$ cat config.mk
export PLATFORM = sky130hd
export DESIGN_NAME = tree_acc_ctrl_flat
export DESIGN_NICKNAME = d
export VERILOG_FILES = /design/src/rtl/tree_acc_if.sv /design/src/rtl/tree_acc_ctrl.sv /design/src/flat_wrapper.sv
export SDC_FILE = /design/constraint.sdc
export NUM_CORES = 1
export LEC_CHECK = 0
export BUFFER_PORTS_ARGS = -buffer_cell sky130_fd_sc_hd__buf_2
export CORE_MARGIN = 3
export CORE_UTILIZATION = 30
export DETAILED_ROUTE_END_ITERATION = 7
export GPL_ROUTABILITY_DRIVEN = 0
export PLACE_DENSITY_LB_ADDON = 0.12
export SETUP_SLACK_MARGIN = 0.05
export SYNTH_ARGS = -nofsm -noshare
export SYNTH_HDL_FRONTEND = slang
export SYNTH_SLANG_ARGS = --single-unit
$ cat constraint.sdc
create_clock -name clk -period 3 [get_ports clk]
set_input_delay 0.3 -clock clk [delete_from_list [all_inputs] [get_ports clk]]
set_output_delay 0.3 -clock clk [all_outputs]
set_load 0.02 [all_outputs]
$ cat src/rtl/tree_acc_if.sv
// ============================================================================
// Module   : tree_acc_if
// Brief    : Input-beat and result handshake bundle for tree_acc_ctrl.
// Revision : 1.0
// ============================================================================
`default_nettype none

interface tree_acc_if #(
    parameter int K         = 16,
    parameter int WIDTH     = 13,
    parameter int ACC_WIDTH = 24
);
    logic                   in_valid;
    logic                   in_ready;
    logic [K*WIDTH-1:0]     in_data;
    logic                   out_valid;
    logic                   out_ready;
    logic [ACC_WIDTH-1:0]   out_sum;

    modport master (
        output in_valid, in_data, out_ready,
        input  in_ready, out_valid, out_sum
    );

    modport slave (
        input  in_valid, in_data, out_ready,
        output in_ready, out_valid, out_sum
    );
endinterface

`default_nettype wire

$ cat src/rtl/tree_acc_ctrl.sv
// ============================================================================
// Module   : tree_acc_ctrl
// Brief    : Multi-beat signed reduction: K elements per beat summed into an
//            accumulator over cfg_beats beats. Define TREE_ACC_SAT_EN for a
//            saturating accumulator; default build wraps.
// Revision : 1.0
// ============================================================================
`default_nettype none

module tree_acc_ctrl #(
    parameter int K         = 16,
    parameter int WIDTH     = 13,
    parameter int ACC_WIDTH = 24,
    parameter int LEN_W     = 8
) (
    input  wire logic              clk,
    input  wire logic              rst,
    input  wire logic [LEN_W-1:0]  cfg_beats,
    tree_acc_if.slave              bus,
    output logic                   busy
);

    typedef enum logic [1:0] {
        S_IDLE  = 2'd0,
        S_ACCUM = 2'd1,
        S_DRAIN = 2'd2,
        S_HOLD  = 2'd3
    } state_t;

    state_t                 r_state;
    logic [LEN_W-1:0]       r_n;
    logic [LEN_W-1:0]       r_cnt;
    logic [ACC_WIDTH-1:0]   r_psum;
    logic                   r_stage_v;
    logic [ACC_WIDTH-1:0]   r_acc;
    logic                   r_in_ready;
    logic                   r_out_valid;
    logic [ACC_WIDTH-1:0]   r_out_sum;
    logic                   r_busy;

    logic                   w_accept;
    logic [LEN_W-1:0]       w_n_cfg;
    logic [ACC_WIDTH-1:0]   w_psum;
    logic [ACC_WIDTH-1:0]   w_acc_next;

    assign w_accept = bus.in_valid & r_in_ready;
    assign w_n_cfg  = (cfg_beats == '0) ? LEN_W'(1) : cfg_beats;

    // ACC_WIDTH >= WIDTH+clog2(K) guarantees this per-beat sum cannot overflow.
    always_comb begin
        w_psum = '0;
        for (int i = 0; i < K; i++) begin
            w_psum = w_psum + {{(ACC_WIDTH-WIDTH){bus.in_data[i*WIDTH+WIDTH-1]}},
                               bus.in_data[i*WIDTH +: WIDTH]};
        end
    end

`ifdef TREE_ACC_SAT_EN
    localparam logic [ACC_WIDTH-1:0] c_acc_max = {1'b0, {(ACC_WIDTH-1){1'b1}}};
    localparam logic [ACC_WIDTH-1:0] c_acc_min = {1'b1, {(ACC_WIDTH-1){1'b0}}};
    logic [ACC_WIDTH:0] w_sum_ext;

    // One guard bit: top two bits differing means the signed add overflowed.
    always_comb begin
        w_sum_ext = {r_acc[ACC_WIDTH-1], r_acc} + {r_psum[ACC_WIDTH-1], r_psum};
        if (w_sum_ext[ACC_WIDTH] != w_sum_ext[ACC_WIDTH-1])
            w_acc_next = w_sum_ext[ACC_WIDTH] ? c_acc_min : c_acc_max;
        else
            w_acc_next = w_sum_ext[ACC_WIDTH-1:0];
    end
`else
    assign w_acc_next = r_acc + r_psum;
`endif

    always_ff @(posedge clk or posedge rst) begin
        if (rst) begin
            r_state     <= S_IDLE;
            r_n         <= '0;
            r_cnt       <= '0;
            r_psum      <= '0;
            r_stage_v   <= 1'b0;
            r_acc       <= '0;
            r_in_ready  <= 1'b0;
            r_out_valid <= 1'b0;
            r_out_sum   <= '0;
            r_busy      <= 1'b0;
        end else begin
            r_stage_v <= w_accept;
            if (w_accept)
                r_psum <= w_psum;

            case (r_state)
                S_IDLE: begin
                    r_in_ready <= 1'b1;
                    if (w_accept) begin
                        r_n    <= w_n_cfg;
                        r_cnt  <= LEN_W'(1);
                        r_acc  <= '0;
                        r_busy <= 1'b1;
                        if (w_n_cfg == LEN_W'(1)) begin
                            r_state    <= S_DRAIN;
                            r_in_ready <= 1'b0;
                        end else begin
                            r_state <= S_ACCUM;
                        end
                    end
                end
                S_ACCUM: begin
                    if (r_stage_v)
                        r_acc <= w_acc_next;
                    if (w_accept) begin
                        r_cnt <= r_cnt + LEN_W'(1);
                        if (r_cnt == r_n - LEN_W'(1)) begin
                            r_state    <= S_DRAIN;
                            r_in_ready <= 1'b0;
                        end
                    end
                end
                // Only the final beat's partial sum can be pending here.
                S_DRAIN: begin
                    if (r_stage_v) begin
                        r_acc       <= w_acc_next;
                        r_out_sum   <= w_acc_next;
                        r_out_valid <= 1'b1;
                        r_state     <= S_HOLD;
                    end
                end
                S_HOLD: begin
                    if (bus.out_ready) begin
                        r_state     <= S_IDLE;
                        r_acc       <= '0;
                        r_stage_v   <= 1'b0;
                        r_out_valid <= 1'b0;
                        r_out_sum   <= '0;
                        r_in_ready  <= 1'b1;
                        r_busy      <= 1'b0;
                    end
                end
                default: begin
                    r_state <= S_IDLE;
                end
            endcase
        end
    end

    assign bus.in_ready  = r_in_ready;
    assign bus.out_valid = r_out_valid;
    assign bus.out_sum   = r_out_sum;
    assign busy          = r_busy;

endmodule

`default_nettype wire

$ cat src/flat_wrapper.sv
// flat-port wrapper written by rule: the top's interface ports become plain ports
module tree_acc_ctrl_flat 
#(
    parameter int K         = 16,
    parameter int WIDTH     = 13,
    parameter int ACC_WIDTH = 24,
    parameter int LEN_W     = 8
)
  (clk, rst, cfg_beats, busy, bus_in_valid, bus_in_data, bus_out_ready, bus_in_ready, bus_out_valid, bus_out_sum);
  tree_acc_if #(.K(K), .WIDTH(WIDTH), .ACC_WIDTH(ACC_WIDTH)) bus_i ();
  input  wire logic clk;
  input  wire logic rst;
  input  wire logic [LEN_W-1:0] cfg_beats;
  output logic busy;
  input wire logic [$bits(bus_i.in_valid)-1:0] bus_in_valid;
  input wire logic [$bits(bus_i.in_data)-1:0] bus_in_data;
  input wire logic [$bits(bus_i.out_ready)-1:0] bus_out_ready;
  output wire logic [$bits(bus_i.in_ready)-1:0] bus_in_ready;
  output wire logic [$bits(bus_i.out_valid)-1:0] bus_out_valid;
  output wire logic [$bits(bus_i.out_sum)-1:0] bus_out_sum;
  assign bus_i.in_valid = bus_in_valid;
  assign bus_i.in_data = bus_in_data;
  assign bus_i.out_ready = bus_out_ready;
  assign bus_in_ready = bus_i.in_ready;
  assign bus_out_valid = bus_i.out_valid;
  assign bus_out_sum = bus_i.out_sum;
  tree_acc_ctrl #(.K(K), .WIDTH(WIDTH), .ACC_WIDTH(ACC_WIDTH), .LEN_W(LEN_W)) u_core (.clk(clk), .rst(rst), .cfg_beats(cfg_beats), .bus(bus_i), .busy(busy));
endmodule
==> impl_metrics.csv, run 1 <==
group,metric,value,unit
run_status,outcome,"finished, violations left",
run_status,violations,"setup timing",
sta,setup_viol,23,
synthesis,post-synth-top-count-cell,"inv_1",
sta,hold-worst-slack,9.26,ps
clock_network,clk_latency,350,ps
hold_path,hold_path_class,"input port to async pin",
global_route,grt_max_degree,62,
clock_network,holdBufCountCts,0,
sta,period_minus_slack,6310,ps
drt,drt_iter0_drc,253,
finish,insertedDiodeCount,0,
synthesis,synth.top_cells.by_count,"inv_1, fa_1, dfrtp_1",
clock_network,cts_buffers,9,
clock_network,clk_pin_slew,70,ps
synthesis,synth_area_leaders,"fa_1, dfrtp_1, inv_1",
sta,setup_slack,-3310,ps
placement,io_buffers,246,
clock_network,clockBufferDepth,2,
floorplan,ios,247,
finish,fin_nets,1912,
clock_network,htree_levels,3,
drt,ant_nets,0,
finish,syn2layout_area_growth,30.2,%
sta,grt_setup_unrepaired,"true",
sta,hold_viol,0,
drt,drtPass1Iterations,4,
clock_network,root_buffer,"clkbuf_16",
global_route,grt_util_all_layers,14.3,%
floorplan,die_h,197,µm
placement,pre_cts_slack,-3860,ps
finish,drive_gt1_share,30.7,%
flow_run,drv_cap,0,
setup_path,startpoint_type,"input port",
global_route,grt_overflow,0,
sta,slew_headroom,57.4,%
sta,slew_viol_final,0,
global_route,met3_usage,2.39,%
setup_path,max_stage_delay,540,ps
setup_path,ff2ff_path_depth,8,
setup_path,path_common_cell,"fa_1",
synthesis,synth_cells,1120,
sta,fmax,159,MHz
global_route,top_usage_layer,"met2",
setup_path,slowest_stage,"fa_1",
sta,period_share,210,%
synthesis,synth-warning-count,0,
global_route,grt_pass1_wl,45.5,mm
placement,dp_hpwl,23.2,mm
drt,drc,0,
setup_path,cp_max_fo,4,
sta,worstMarginPinSlew,639,ps
placement,post-place-cells,1884,
synthesis,syn_area_per_cell,9.74,µm²
synthesis,synthFlopType,"dfrtp_1",
synthesis,synth_top_cell_by_area,"fa_1",
global_route,grt_pass1_vias,9199,
floorplan,dieArea,38700,µm²
floorplan,start_util,30.5,%
global_route,grt_util_met1,19.1,%
sta,skew,10.1,ps
synthesis,synth_edf_count,0,
global_route,antenna_found_initial,0,
synthesis,synth_seq_cells,94,
synthesis,async_reset_ff_share,100,%
synthesis,ys_seq_area_share,21.6,%
setup_path,worstSetupEndpointType,"register",
setup_path,required,3250,ps
drt,wl_per_cell,14.0,µm
drt,vias,8509,
setup_path,criticalPathCategory,"input port to register",
synthesis,yosys.area.top_type_share,33.2,%
synthesis,syn_nets,1588,
floorplan,rows,69,
global_route,use_met2,25.3,%
clock_network,cts_tree,"yes",
placement,placed_area,13400,µm²
synthesis,synth_area,10900,µm²
synthesis,synth_cell_type_count,56,
clock_network,cts_num_sinks,94,
finish,final_area,14200,µm²
finish,final_cells,1909,
drt,wl,26.8,mm
drt,vias_per_cell,4.46,
floorplan,core-area,35700,µm²
floorplan,fp.dieW,197,µm
setup_path,worstPathArrival,6560,ps
critical path, delay by kind of cell:
kind	cells	cell delay, ps
adders and majority gates	9	3710
AOI/OAI and AO/OA	11	1800
buffers and inverters	7	330
and+or+nand+nor	2	280
xor gates and xnor gates	1	150
registers in the layout, indices dropped and copies added, names as in the netlist:
name and cells:
u_core.bus.out_valid 1, u_core.r_cnt 8, u_core.r_acc 24, u_core.r_psum 24, u_core.bus.out_sum 24, u_core.busy 1
u_core.r_state 2, u_core.bus.in_ready 1, u_core.r_n 8, u_core.r_stage_v 1
placed cells by master (no fill, tap or decap), types with 8 or more instances in the layout:
cell | synthesis | layout
buf_4 | 0 | 80
fa_1 | 181 | 178
nor2_1 | 49 | 45
a21oi_1 | 40 | 30
nand2b_1 | 11 | 10
o21ai_1 | 2 | 17
xnor2_1 | 30 | 24
clkbuf_16 | 0 | 9
inv_1 | 277 | 261
nand2_1 | 84 | 78
o21ai_0 | 60 | 38
buf_2 | 0 | 243
ha_4 | 0 | 15
a21o_1 | 18 | 18
inv_2 | 0 | 15
o21a_1 | 10 | 10
xor2_1 | 31 | 28
a21oi_2 | 0 | 8
a22o_1 | 31 | 31
dfrtp_1 | 94 | 94
ha_1 | 67 | 52
layer usage:
metal	vias to the layer above	share of wire, %
met2	128	52
met3	8	3.4
met5	-	0
li1	4185	-
met4	0	0.48
met1	4188	44
per-stage QoR:
step	util, %	setup TNS [ps]
floorplan	-	-58150
global placement	37.5	-72650
detailed placement	37.5	-73680
CTS	39.2	-62100
global route	39.8	-67980
finish	39.8	-62730
area by class of cell:
class                      count  area (µm²)
clock buffer                  11         243
clock inverter                 4        95.1
fill                        3709       21500
inverter                     277        1040
multi-input combinational    730        7970
sequential                    94        2350
tap                          461         577
timing repair buffer         332        1930
cells by family after synthesis:
kind of cell | synth area share [%]
buffers and inverters | 10.2
adder cells (fa/ha/maj) | 40.9
AO/OA/AOI/OAI | 13.6
AND/OR/NAND/NOR | 7.78
flip-flops | 21.6
XOR/XNOR | 4.90
multiplexers | 1.09
final timing paths:
check	to	from	slack, ps
setup reg to reg	u_core.r_acc[23]	u_core.r_acc[7]	230
hold / removal	u_core.bus.out_valid	rst	9
hold reg to reg	u_core.bus.out_sum[2]	u_core.bus.out_sum[2]	480
max in group asynchronous	u_core.r_acc[8]	rst	2230
min in group clk	u_core.r_stage_v	bus_out_ready	170
setup / recovery	u_core.r_psum[17]	bus_in_data[0]	-3310
timing repair:
action	4_1_cts	5_1_grt
pin swaps	23	13
gates resized for setup	52	36
cloned	0	0
buffers inserted	4	6
setup endpoints to repair	23	28
Power of run 1 is not shown: default switching activity piles up to over one toggle a cycle in this logic, so the estimate is an artifact.
==> inputs of run 2 (changes only) <==
Settings changed: PLACE_DENSITY_LB_ADDON 0.12 to 0.25.
==> impl_metrics.csv, run 2 (synthesis gave the netlist of run 1 again) <==
group,metric,value,unit
global_route,grt_pass1_wl,43.1,mm
sta,period_minus_slack,6290,ps
sta,tns,-62350,ps
drt,wl_met2,13.1,mm
clock_network,holdBufCountCts,0,
setup_path,worstSetupEndpointType,"register",
drt,wl_per_cell,13.5,µm
drt,vias,8561,
finish,syn2layout_area_growth,30.7,%
finish,final_common_cell,"inv_1",
placement,io_buffers,246,
drt,wl_met1,11.6,mm
flow_run,drv_cap,0,
sta,setup_viol,23,
setup_path,startpoint_type,"input port",
finish,fillers,3652,
global_route,grt_pass1_vias,8899,
setup_path,crit_end,"u_core.r_psum[17]",
finish,multi_input_area,7980,µm²
sta,worstMarginPinSlew,601,ps
finish,layout_common_cells,"inv_1, buf_2, fa_1",
drt,vias_per_cell,4.46,
drt,dr_wl_met3,1.04,mm
drt,highest_layer,"met4",
floorplan,dieArea,38700,µm²
clock_network,htree_levels,3,
finish,insertedDiodeCount,0,
clock_network,clk_latency,350,ps
drt,drc,0,
floorplan,start_util,30.5,%
clock_network,root_buffer,"clkbuf_16",
clock_network,cts_tree,"yes",
sta,setup_slack,-3290,ps
global_route,grt_util_all_layers,13.5,%
global_route,antenna_found_initial,0,
finish,fin_nets,1921,
setup_path,criticalPathCategory,"input port to register",
global_route,grt_overflow,0,
clock_network,clockBufferDepth,2,
floorplan,die_h,197,µm
setup_path,slowest_stage,"fa_1",
drt,drt_iter0_drc,308,
clock_network,clk_pin_slew,70,ps
setup_path,required,3220,ps
finish,drive_gt1_share,31.8,%
global_route,grt_max_degree,41,
setup_path,cp_max_fo,4,
setup_path,path_common_cell,"fa_1",
floorplan,rows,69,
sta,slew_headroom,59.9,%
setup_path,worstPathArrival,6520,ps
setup_path,timing.rr.start,"u_core.r_acc[0]",
placement,dp_hpwl,22.5,mm
setup_path,ff2ff_path_depth,9,
sta,skew,9.45,ps
setup_path,reg2reg_to,"u_core.bus.out_sum[16]",
floorplan,core-area,35700,µm²
clock_network,cts_buffers,9,
hold_path,hold_path_class,"input port to async pin",
drt,ant_nets,0,
sta,hold_viol,6,
setup_path,startpoint,"bus_in_data[0]",
setup_path,max_stage_delay,530,ps
sta,grt_setup_unrepaired,"true",
sta,period_share,210,%
clock_network,cts_num_sinks,94,
sta,slew_viol_final,0,
sta,fmax,159,MHz
setup_path,r2r_slack,230,ps
sta,hold-worst-slack,-5.06,ps
drt,wl,25.9,mm
floorplan,fp.dieW,197,µm
run_status,violations,"hold timing, setup timing",
floorplan,ios,247,
run_status,outcome,"finished, violations left",
finish,regArea,2350,µm²
drt,drtPass1Iterations,5,
==> run 2: critical path: cells and delay by family <==
kind | cells | cell delay, ps
buffers and inverters | 7 | 350
XOR/XNOR | 1 | 150
AND/OR/NAND/NOR | 2 | 270
AO/OA/AOI/OAI | 11 | 1760
adder cells (fa/ha/maj) | 9 | 3680
==> run 2: through the flow <==
step | cells | instance area, µm² | utilization (%) | hold WS, ps | setup slack, ps
floorplan | 1120 | 11100 | - | 391 | -3170
global placement | 1889 | 13400 | 37.6 | 384 | -3760
detailed placement | 1889 | 13400 | 37.6 | 395 | -3810
CTS | 1912 | 14000 | 39.2 | 12.2 | -3280
global route | 1919 | 14300 | 39.9 | 51.3 | -3560
finish | 1919 | 14300 | 39.9 | -5.06 | -3290
==> run 2: area by class of cell <==
class                   count  share of cell area [%]
flip-flops and latches     94                    16.5
inverters                 277                    7.30
multi-input cells         730                    55.9
clock buffers               9                    1.58
clock inverters             7                   0.719
well taps                 461                    4.04
repair buffers            341                    13.9
==> run 2: what timing repair did <==
action	in CTS	in global routing
setup endpoints to repair	23	25
setup buffers	8	10
endpoints found under the hold margin	0	0
gates resized for setup	53	47
pin swaps	51	55
==> run 2: worst min-delay path by stage <==
stage | start | to | cells after the start
after CTS | rst | u_core.bus.out_sum[13] | 2
after global placement | rst | u_core.bus.out_sum[13] | 2
final | rst | u_core.bus.out_sum[13] | 2
after floorplan | bus_out_ready | u_core.r_stage_v | 1
after detailed placement | rst | u_core.bus.out_sum[13] | 2
after global routing | rst | u_core.bus.out_sum[13] | 2
==> run 2: per-layer routing <==
metal  track usage [%]  up-vias
met2              22.7      157
met3              1.69       14
li1                  -     4220
met4              2.43        0
met5                 0        -
met1              18.9     4170
Power of run 2 is left out for the same reason.
==> inputs of run 3 (changes only) <==
Clock period 3 ns to 8.1 ns, I/O delays scaled along.
==> impl_metrics.csv, run 3 (synthesis gave the netlist of run 1 again) <==
group,metric,value,unit
clock_network,postCtsSetupRepairBufs,0,
global_route,antenna_found_initial,0,
setup_path,worstPathArrival,7690,ps
clock_network,root_buffer,"clkbuf_16",
drt,vias_per_cell,4.49,
floorplan,core-area,35700,µm²
sta,setup_viol,0,
setup_path,required,8270,ps
sta,period_minus_slack,7520,ps
floorplan,dieArea,38700,µm²
floorplan,ios,247,
clock_network,clk_pin_slew,60,ps
finish,drive_gt1_share,20.6,%
placement,io_buffers,246,
setup_path,startpoint_type,"input port",
hold_path,hold_path_class,"register to register",
global_route,grt_pass1_vias,8632,
clock_network,clk_latency,340,ps
global_route,top_usage_layer,"met2",
finish,utilization,36.3,%
floorplan,fp.dieW,197,µm
flow_run,drv_cap,0,
drt,drt_iter0_drc,272,
sta,skew,7.44,ps
floorplan,start_util,30.5,%
placement,dp_hpwl,22.4,mm
sta,fmax,133,MHz
drt,drtPass1Iterations,5,
floorplan,rows,69,
global_route,met3_usage,2.10,%
clock_network,clockBufferDepth,2,
sta,slew_headroom,21.5,%
clock_network,cts_buffers,9,
sta,hold_viol,0,
finish,insertedDiodeCount,0,
setup_path,max_stage_delay,530,ps
finish,layout_common_cells,"inv_1, buf_2, fa_1",
global_route,grt_pass1_wl,42.6,mm
sta,slew_viol_final,0,
global_route,grt_max_degree,54,
setup_path,slowest_stage,"fa_1",
finish,fin_nets,1830,
clock_network,htree_levels,3,
drt,wl_per_cell,14.0,µm
setup_path,path_common_cell,"fa_1",
clock_network,post_cts_resized,0,
clock_network,cts_num_sinks,94,
drt,vias,8199,
finish,final_common_cell,"inv_1",
setup_path,worstSetupEndpointType,"register",
sta,worstMarginPinSlew,1170,ps
setup_path,cp_max_fo,4,
drt,wl,25.6,mm
sta,grt_setup_unrepaired,"false",
setup_path,criticalPathCategory,"input port to register",
global_route,grt_util_all_layers,13.4,%
finish,syn2layout_area_growth,19.0,%
global_route,use_met2,23.9,%
run_status,outcome,"finished clean",
floorplan,die_h,197,µm
sta,period_share,92.8,%
global_route,grt_util_met1,17.7,%
drt,ant_nets,0,
clock_network,holdBufCountCts,0,
global_route,grt_overflow,0,
clock_network,cts_tree,"yes",
drt,drc,0,
[run 3: cell types whose count changed in the layout (fill, tap and decap cells not counted), moves of 7 or more]
cell and delta:
xnor2_2 -8, o21ai_2 -7, ha_1 +14, buf_4 -84, o21ai_0 +22, ha_4 -12, o21ai_1 -14, inv_1 +18
a21oi_1 +10, inv_2 -18, xnor2_1 +8, buf_6 -10
[run 3: routing by layer]
metal  part of all wire [%]  vias to the layer above
li1                       -                     4034
met1                     44                     3987
met2                     52                      162
met3                    3.5                       16
met4                   0.66                        0
met5                      0                        -
[run 3: worst max-delay path: cells and delay by family]
kind | cells | cell delay [ps]
XOR/XNOR | 1 | 160
AO/OA/AOI/OAI | 11 | 2180
buffers and inverters | 7 | 400
adder cells (fa/ha/maj) | 9 | 3910
AND/OR/NAND/NOR | 2 | 260
[run 3: final timing paths]
path	depth (start not counted)	to	slack [ps]	from
min in group asynchronous	2	u_core.r_acc[5]	570	rst
hold / removal	2	u_core.bus.out_sum[11]	470	u_core.bus.out_sum[11]
max in group asynchronous	3	u_core.r_acc[20]	6380	rst
hold reg to reg	2	u_core.bus.out_sum[11]	470	u_core.bus.out_sum[11]
setup reg to reg	8	u_core.r_acc[21]	5220	u_core.r_psum[2]
setup / recovery	30	u_core.r_psum[17]	580	bus_in_data[0]
[run 3: metrics by stage]
step	setup TNS (ps)	hold slack, ps	setup WS [ps]	area, µm²	instances
2_1_floorplan	0	450	936	10900	1120
3_3_place_gp	0	458	116	12700	1812
3_5_place_dp	-69.9	459	-69.9	12700	1812
4_1_cts	0	475	304	13000	1828
5_1_grt	0	497	104	13000	1828
6_report	0	470	581	13000	1828
[run 3: layout make-up]
type,count,area (µm²)
fill,3728,22800
multi-input combinational,730,7460
tap,461,577
timing repair buffer,250,1260
clock buffer,14,284
sequential,94,2350
clock inverter,2,13.8
inverter,277,1040
Power of run 3 is left out for the same reason.
